**config.mk**
```make
export PLATFORM = sky130hd
export DESIGN_NAME = alu_unit
export DESIGN_NICKNAME = d
export VERILOG_FILES = /design/src/rtl/alu_unit.sv
export SDC_FILE = /design/constraint.sdc
export NUM_CORES = 1
export LEC_CHECK = 0
export CAP_MARGIN = 20
export CORE_UTILIZATION = 45
export DETAILED_ROUTE_END_ITERATION = 10
export PLACE_DENSITY = 0.76
export SKIP_LAST_GASP = 1
export SLEW_MARGIN = 20
export SYNTH_ARGS = -nofsm -noshare
export SYNTH_HDL_FRONTEND = slang
export SYNTH_SLANG_ARGS = --single-unit
```
**constraint.sdc**
```tcl
create_clock -name clk -period 3 [get_ports clk]
set_input_delay 0.45 -clock clk [delete_from_list [all_inputs] [get_ports clk]]
set_output_delay 0.45 -clock clk [all_outputs]
set_load 0.02 [all_outputs]
```
**src/rtl/alu_unit.sv**
```systemverilog
// alu_unit: registered WIDTH-bit ALU (arith/logic/shift); in clk rst in_valid a b main_sel sub_sel cin, out result cout zero out_valid
module alu_unit #(
  parameter int WIDTH = 4
) (
  input  logic             clk,
  input  logic             rst,
  input  logic             in_valid,
  input  logic [WIDTH-1:0] a,
  input  logic [WIDTH-1:0] b,
  input  logic [1:0]       main_sel,
  input  logic [1:0]       sub_sel,
  input  logic             cin,
  output logic [WIDTH-1:0] result,
  output logic             cout,
  output logic             zero,
  output logic             out_valid
);
  logic [WIDTH-1:0] w_opb, w_log, w_res;
  logic [WIDTH:0]   w_sum;
  logic             w_c;
  logic [WIDTH-1:0] r_result;
  logic             r_cout, r_zero, r_valid;
  always_comb begin
    w_opb = sub_sel == 2'b00 ? '0 : sub_sel == 2'b01 ? b : sub_sel == 2'b10 ? ~b : '1;
    w_sum = {1'b0, a} + {1'b0, w_opb} + {{WIDTH{1'b0}}, cin};
    w_log = sub_sel == 2'b00 ? a & b : sub_sel == 2'b01 ? a | b : sub_sel == 2'b10 ? a ^ b : ~a;
    w_res = main_sel == 2'b00 ? w_sum[WIDTH-1:0] :
            main_sel == 2'b01 ? w_log :
            main_sel == 2'b10 ? {1'b0, a[WIDTH-1:1]} : {a[WIDTH-2:0], 1'b0};
    w_c   = main_sel == 2'b00 ? w_sum[WIDTH] :
            main_sel == 2'b01 ? 1'b0 :
            main_sel == 2'b10 ? a[0] : a[WIDTH-1];
  end
  always_ff @(posedge clk) begin
    if (rst) begin
      r_result <= '0;
      r_cout   <= 1'b0;
      r_zero   <= 1'b1;
      r_valid  <= 1'b0;
    end else begin
      r_valid <= in_valid;
      if (in_valid) begin
        r_result <= w_res;
        r_cout   <= w_c;
        r_zero   <= w_res == '0;
      end
    end
  end
  assign result    = r_result;
  assign cout      = r_cout;
  assign zero      = r_zero;
  assign out_valid = r_valid;
endmodule

```
[Word level (Yosys, flattened, before mapping)]
Cells that the tools add are included.
Storage, ports and cells
  bits of input ports: 16
  logic and storage cells: 30
  output and inout bits: 7
  flip-flop bits (word level): 7
Cells by class
  reductions and logical operators: 3
  multiplexer cells: 12
  bitwise gates (word level): 5
  equal/unequal tests: 4
  $add $sub $neg: 2
Operator list (number)
  4-bit 2-to-1 mux: 9
  4-bit inverter: 2
  4-bit by 4-bit adder with 5-bit output: 1
  5-bit by 1-bit adder with 5-bit output: 1
  4-bit AND: 1
  2-bit by 1-bit == test with 1-bit output (second input constant): 2
  2-bit == test (second input constant): 2
  2-bit zero test: 2
  4-bit zero test: 1
  4-bit OR: 1
  4-bit XOR: 1
  1-bit 2-to-1 mux: 3

[Depth between registers and ports, before layout]
Gate-level depths: netlist of the first run.
  depth in word-level cells: 8
  gate-level depth with buffers: 9
  mapped depth without buffers: 8

[Worst setup path after synthesis of the first run]
OpenSTA, ideal clock, no wires.
  path type: input to register
  start point: input port sub_sel[0]
  end point: register r_zero (netlist: zero)
  cell stages on the path: 8
  library setup time: 59 ps
  setup slack: 597 ps
  buffers on the path: 1
  arrival time: 2344 ps
  path through: buf_6 mux2i_1 fa_1 inv_1 fa_1 mux4_2 nor4b_2 a221o_1
Between the ends
  longest elaborated chain between the ends: 8
  elaborated cells between the ends (all ways): 14
RTL lines
  start, declared: line 11  | input logic [1:0] sub_sel,
  2-bit == test: line 24, 26
  4-bit 2-to-1 mux (3 in series): line 24  | w_opb = sub_sel == 2'b00 ? '0 : sub_sel == 2'b01 ? b : sub_sel == 2'b10 ? ~b : '1;
  4-bit by 4-bit adder with 5-bit output: line 25  | w_sum = {1'b0, a} + {1'b0, w_opb} + {{WIDTH{1'b0}}, cin};
  5-bit by 1-bit adder with 5-bit output: line 25
  4-bit 2-to-1 mux *: line 27  | w_res = main_sel == 2'b00 ? w_sum[WIDTH-1:0] :
  4-bit zero test *: line 45  | r_zero <= w_res == '0;
  end signal, assigned: line 38  | r_zero <= 1'b1;
  end signal, assigned: line 45
  end, declared: line 22  | logic r_cout, r_zero, r_valid;
Mark *: on every way between the ends. The rest lies on a longest branch, timed or not.
A chain may end at the register's enable or synchronous reset.

[Worst setup path after layout of the first run]
  start point: input port a[0]
  end point: register r_zero (netlist: zero)
Between the ends
  longest elaborated chain between the ends: 7
  elaborated cells between the ends (all ways): 13
RTL lines
  start, declared: line 8  | input logic [WIDTH-1:0] a,
  parallel branches: the longest is 5 deep, another holds 4-bit by 4-bit adder with 5-bit output
  4-bit 2-to-1 mux *: line 27
  4-bit zero test *: line 45
Mark *: on every way between the ends.

==> reports/qor.yml, run 1 <==
route:
  wl_per_cell_um: 11.2
  viasPerCell: 5.35
  first_iter_violations: 5
  num_vias: 663
  ant_nets: 0
  drc: 3
  drt-total-wl_mm: 1.39
  dr.pass1.iters: 8
status:
  run_status: "finished with violations"
  violations: "design-rule violations"
worst_setup_path:
  critical_path_class: "input port to flop"
  r2r_cells: 1
  cp_max_fo: 4
  cp.arrival_ps: 2920
  endpoint_kind: "flop"
  cp_data_required_time_ps: 3200
  worst_setup_path_start_kind: "input port"
final_layout:
  fin_nets: 138
  n_fill_cell: 133
  drive_gt1_frac: 0.139
  final_cells: 124
  antenna-diode-count: 0
  area_growth_pct: 33.0
clock_network:
  cts_tree: "built"
  cts_max_level: 1
  clock_path_buffers: 2
  cts_hold_buf: 0
  post_cts_resized: 0
  post_cts_buffers: 0
  cts-buffers-inserted: 3
  clock_latency_ps: 250
  clk_transition_reported_paths_ps: 50
  cts_root_buf: "clkbuf_4"
  numClockSinks: 7
grt:
  overflow: 0
  grt_pass1_wl_mm: 2.46
  grt_pass1_vias: 604
  track_usage: 0.169
  grt_max_degree: 11
  antenna_found_initial: 0
floorplan:
  core.rowCount: 14
  die_x_um: 44.1
  die-area_mm2: 0.00194
  fp.dieH_um: 44.1
  start_util: 0.505
  core_area_mm2: 0.00158
  ios: 23
yosys:
  yosysTopAreaCell: "dfxtp_1"
  syn_avg_cell_area_um2: 9.59
  synth_common_cells: "15 x inv_1, 11 x ha_1, 8 x nor2_1, 7 x dfxtp_1"
  yosys-top-cells-area: "dfxtp_1 18%, ha_1 17%, mux4_2 11%"
  synth_top_area_frac: 0.176
  async_flop_share: 0
  synth_cells: 83
  syn_area_um2: 796
  ys_ff_latch: 7
  synth_cell_types: 26
  ys.flop_type: "dfxtp_1"
  synth_edf_count: 0
  yosys_warnings: 0
  ys_seq_area_frac: 0.176
  syn_nets: 112
  synth_most_common_cell: "inv_1"
pwr:
  pwr-share-seq: 0.316
  p_leak_nw: 0.486
  comb_power_share: 0.429
  intPower_w: 0.000231
  p_sw_w: 0.000100
  ir_worst_vdd_mv: 0.152
  swShare: 0.302
  clock_power_share: 0.255
  total_power_w: 0.000331
  p_per_area_mw_per_mm2: 313
sta:
  setup-violations-final: 0
  tightest_slew_ps: 346
  finalMaxSlewViolations: 0
  maxSlewHeadroom: 0.769
  hold_viol: 0
  rsz0062_at_grt: "no"
  clock_skew_ps: 0
  tns_ps: 0
  max_freq_ghz: 0.368
  finalCriticalPeriod_ps: 2720
  finalCritPeriodShare: 0.906
worst_hold_path:
  hold_class: "flop to flop"
  whs_path_depth: 2
placement:
  dp_hpwl_mm: 1.24
  gp_congestion: 0.861
  dp.cells: 120
  portBuffers: 22
job:
  maxCapViolations: 0
[worst paths after layout]
path | end | start | slack [ps]
hold / removal | result[3] | result[3] | 480
setup / recovery | zero | a[0] | 280
setup reg to reg | zero | zero | 2280
hold reg to reg | result[3] | result[3] | 480
[critical path, stage by stage]
cell	delay [ps]
clkdlybuf4s50_1	500
inv_1	110
fa_1	420
inv_1	90
fa_1	410
mux4_2	500
nor4b_2	280
a221o_1	160
[kinds of logic (layout without fill, tap and decap cells)]
group           count (synthesis)  count (layout)  synth area share
simple gates                   18              18             0.113
compound gates                 12              12             0.105
flops                           7               7             0.176
fa+ha+maj                      13              13             0.223
xor+xnor                        2               2            0.0220
mux                            11              11             0.247
buf+inv                        20              45             0.113
[power by group through the flow]
stage / clock, W / sequential, W / combinational, W
after floorplan: 0 / 0.000116 / 0.0000797
final: 0.0000844 / 0.000104 / 0.000142
after global placement: 0 / 0.000106 / 0.000140
after detailed placement: 0 / 0.000106 / 0.000143
after global routing: 0.0000913 / 0.000105 / 0.000158
after CTS: 0.0000864 / 0.000105 / 0.000144
[cell usage in the layout (no fill, tap or decap), drive strengths merged]
cell,count
ha,11
xnor2,1
a2bb2o,1
a21o,1
nor2,8
nand2,4
a21oi,3
inv,15
mux4,6
o21ai,2
nor3,2
nand3b,1
nor4b,1
a31oi,1
dfxtp,7
a311oi,2
a221o,1
buf,4
xor2,1
mux2i,2
nor2b,2
clkdlybuf4s50,22
clkbuf,4
fa,2
mux2,3
a211oi,1
[registers in the layout (all words and copies together) (netlist names)]
| name | count |
|---|---|
| zero | 1 |
| cout | 1 |
| result | 4 |
| out_valid | 1 |
[per-layer routing]
layer  vias up  global-route usage  share of wire
met5         -                   0              0
met2        18               0.300           0.49
li1        341                   -              -
met4         0              0.0727          0.012
met1       302               0.207           0.46
met3         2              0.0163          0.036
[area by class of cell]
type / instances / area, µm² / area share
tap: 16 / 20.0 / 0.0189
sequential: 7 / 140 / 0.132
timing repair buffer: 26 / 250 / 0.236
multi-input combinational: 56 / 566 / 0.534
inverter: 15 / 56.3 / 0.0532
clock buffer: 4 / 26.3 / 0.0248
[metrics by stage]
stage / worst slack [ps] / hold WS, ps / instance area (µm²) / util
floorplan: 597 / 517 / 796 / -
detailed placement: 11.8 / 482 / 1030 / 0.655
global placement: 21.6 / 471 / 1030 / 0.655
CTS: 282 / 488 / 1060 / 0.671
finish: 281 / 481 / 1060 / 0.671
global route: 110 / 505 / 1060 / 0.671
Power figures use the tool's default switching activity.
==> run 2, diff against run 1 <==
--- a/config.mk
+++ b/config.mk
@@ -7,6 +7,7 @@
 export LEC_CHECK = 0
 export CAP_MARGIN = 20
 export CORE_UTILIZATION = 45
+export CTS_CLUSTER_SIZE = 20
 export DETAILED_ROUTE_END_ITERATION = 10
 export PLACE_DENSITY = 0.76
 export SKIP_LAST_GASP = 1
==> results of run 2 <==
Final layout, timing and power as in run 1 (identical DEF).
==> run 3, diff against run 2 <==
--- a/config.mk
+++ b/config.mk
@@ -5,10 +5,10 @@
 export SDC_FILE = /design/constraint.sdc
 export NUM_CORES = 1
 export LEC_CHECK = 0
-export CAP_MARGIN = 20
 export CORE_UTILIZATION = 45
 export CTS_CLUSTER_SIZE = 20
 export DETAILED_ROUTE_END_ITERATION = 10
+export GPL_TIMING_DRIVEN = 0
 export PLACE_DENSITY = 0.76
 export SKIP_LAST_GASP = 1
 export SLEW_MARGIN = 20
==> reports/qor.yml, run 3 (synthesized netlist as in run 1, its figures left out) <==
floorplan:
  core.rowCount: 14  # unchanged
  ios: 23  # unchanged
  die-area_mm2: 0.00194  # unchanged
  core_area_mm2: 0.00158  # unchanged
  fp.dieH_um: 44.1  # unchanged
  die_x_um: 44.1  # unchanged
  start_util: 0.505  # unchanged
worst_setup_path:
  cp.arrival_ps: 2990  # +70 ps
  critical_path_class: "input port to flop"
  worst_setup_path_start_kind: "input port"
  endpoint_kind: "flop"
  cp_max_fo: 3  # -1
  cp_data_required_time_ps: 3200  # about the same
pwr:
  p_leak_nw: 0.463  # -4.8%
  clock_power_share: 0.258  # +0.003
  p_per_area_mw_per_mm2: 323  # +3.2%
  total_power_w: 0.000327  # -1.3%
  p_sw_w: 0.000101  # +1.2%
  intPower_w: 0.000225  # -2.4%
  pwr-share-seq: 0.321  # +0.005
  swShare: 0.310  # +0.00765
  ir_worst_vdd_mv: 0.122  # -19%
  comb_power_share: 0.422  # -0.007
final_layout:
  antenna-diode-count: 0  # unchanged
  drive_gt1_frac: 0.125  # -0.0139
  fin_nets: 134  # -2.9%
  final_common_cell: "clkdlybuf4s50_1"
  area_growth_pct: 27.2
  largest_reg_flops: 4  # unchanged
  final_cells: 120  # -3.2%
  final_cell_mix: "17 x clkdlybuf4s50_1, 15 x inv_1, 11 x ha_1"
  fin_area_mm2: 0.00101  # -4.4%
sta:
  finalCritPeriodShare: 0.930  # +0.0232
  maxSlewHeadroom: 0.709  # -0.0597
  hold_viol: 0  # unchanged
  tns_ps: 0  # unchanged
  rsz0062_at_grt: "no"
  finalMaxSlewViolations: 0  # unchanged
  hold_slack_ps: 475  # -5.35 ps
  setup-violations-final: 0  # unchanged
  max_freq_ghz: 0.359  # -2.5%
  finalCriticalPeriod_ps: 2790  # +69.6 ps
  clock_skew_ps: 0  # unchanged
  tightest_slew_ps: 436  # +90.6 ps
route:
  wl_met2_um: 797  # +16%
  ant_nets: 0  # unchanged
  dr.pass1.iters: 10  # +2
  drt-total-wl_mm: 1.50  # +7.5%
  wl_per_cell_um: 12.5  # +11%
  drc: 3  # unchanged
  first_iter_violations: 14  # +9
  topRoutingLayerUsed: "met4"
  viasPerCell: 5.49  # +2.7%
  wl_met3_um: 61  # +22%
  drt-met1-wl_um: 612  # -3.8%
  num_vias: 659  # -0.60%
clock_network:
  cts_root_buf: "clkbuf_4"
  post_cts_buffers: 0  # unchanged
  clock_path_buffers: 2  # unchanged
  cts_hold_buf: 0  # unchanged
  post_cts_resized: 0  # unchanged
  numClockSinks: 7  # unchanged
  clk_transition_reported_paths_ps: 50  # about the same
  cts-buffers-inserted: 3  # unchanged
  clock_latency_ps: 250  # about the same
  cts_max_level: 1  # unchanged
  cts_tree: "built"
status:
  run_status: "finished with violations"
  violations: "design-rule violations"
placement:
  gp_congestion: 0.750  # -13%
  dp_hpwl_mm: 1.25  # +1.1%
  dp.cells: 116  # -3.3%
  place_area_um2: 986  # -4.5%
  portBuffers: 17  # -23%
grt:
  track_usage: 0.193  # +0.0239
  antenna_found_initial: 0  # unchanged
  grt_pass1_wl_mm: 2.77  # +13%
  grt_max_degree: 11  # unchanged
  overflow: 0  # unchanged
  grt_pass1_vias: 660  # +9.3%
worst_hold_path:
  hold_class: "flop to flop"
job:
  maxCapViolations: 0  # unchanged
run 3: stage by stage:
| step | utilization | setup WS [ps] |
|---|---|---|
| after floorplan | - | 597 |
| after global placement | 0.625 | 15.3 |
| after detailed placement | 0.625 | -38.9 |
| after CTS | 0.642 | 226 |
| after global routing | 0.642 | 126 |
| final | 0.642 | 211 |
run 3: worst max-delay path: stages:
cell and delay, ps:
clkdlybuf4s50_1 530, mux2i_1 250, fa_1 200, inv_1 60, fa_1 400, xor2_1 160, mux4_2 490, nor4b_2 270
a221o_1 170
run 3: power groups by stage:
| stage | clock, W | sequential [W] | combinational [W] |
|---|---|---|---|
| after floorplan | 0 | 0.000116 | 0.0000797 |
| after global placement | 0 | 0.000106 | 0.000133 |
| after detailed placement | 0 | 0.000106 | 0.000138 |
| after CTS | 0.0000862 | 0.000105 | 0.000139 |
| after global routing | 0.0000905 | 0.000105 | 0.000154 |
| final | 0.0000842 | 0.000105 | 0.000138 |
run 3: path summary, 6_finish.rpt:
| check | start | to | slack, ps | cells past startpoint |
|---|---|---|---|---|
| worst max-delay path | b[0] | zero | 210 | 9 |
| worst min-delay path | result[2] | result[2] | 480 | 2 |
| worst max register to register | zero | zero | 2270 | 1 |
| worst min register to register | result[2] | result[2] | 480 | 2 |
run 3: per-layer routing:
layer	GRT usage	vias to the layer above
met5	0	-
met4	0.103	0
met3	0.0122	3
met2	0.353	23
met1	0.222	302
li1	-	331
run 3: layout make-up:
cell class	count	area, µm²
Buffer	5	33.8
Clock buffer	4	26.3
Fill cell	146	564
Inverter	15	56.3
Multi-Input combinational cell	56	566
Sequential cell	7	140
Tap cell	16	20.0
Timing Repair Buffer	17	170
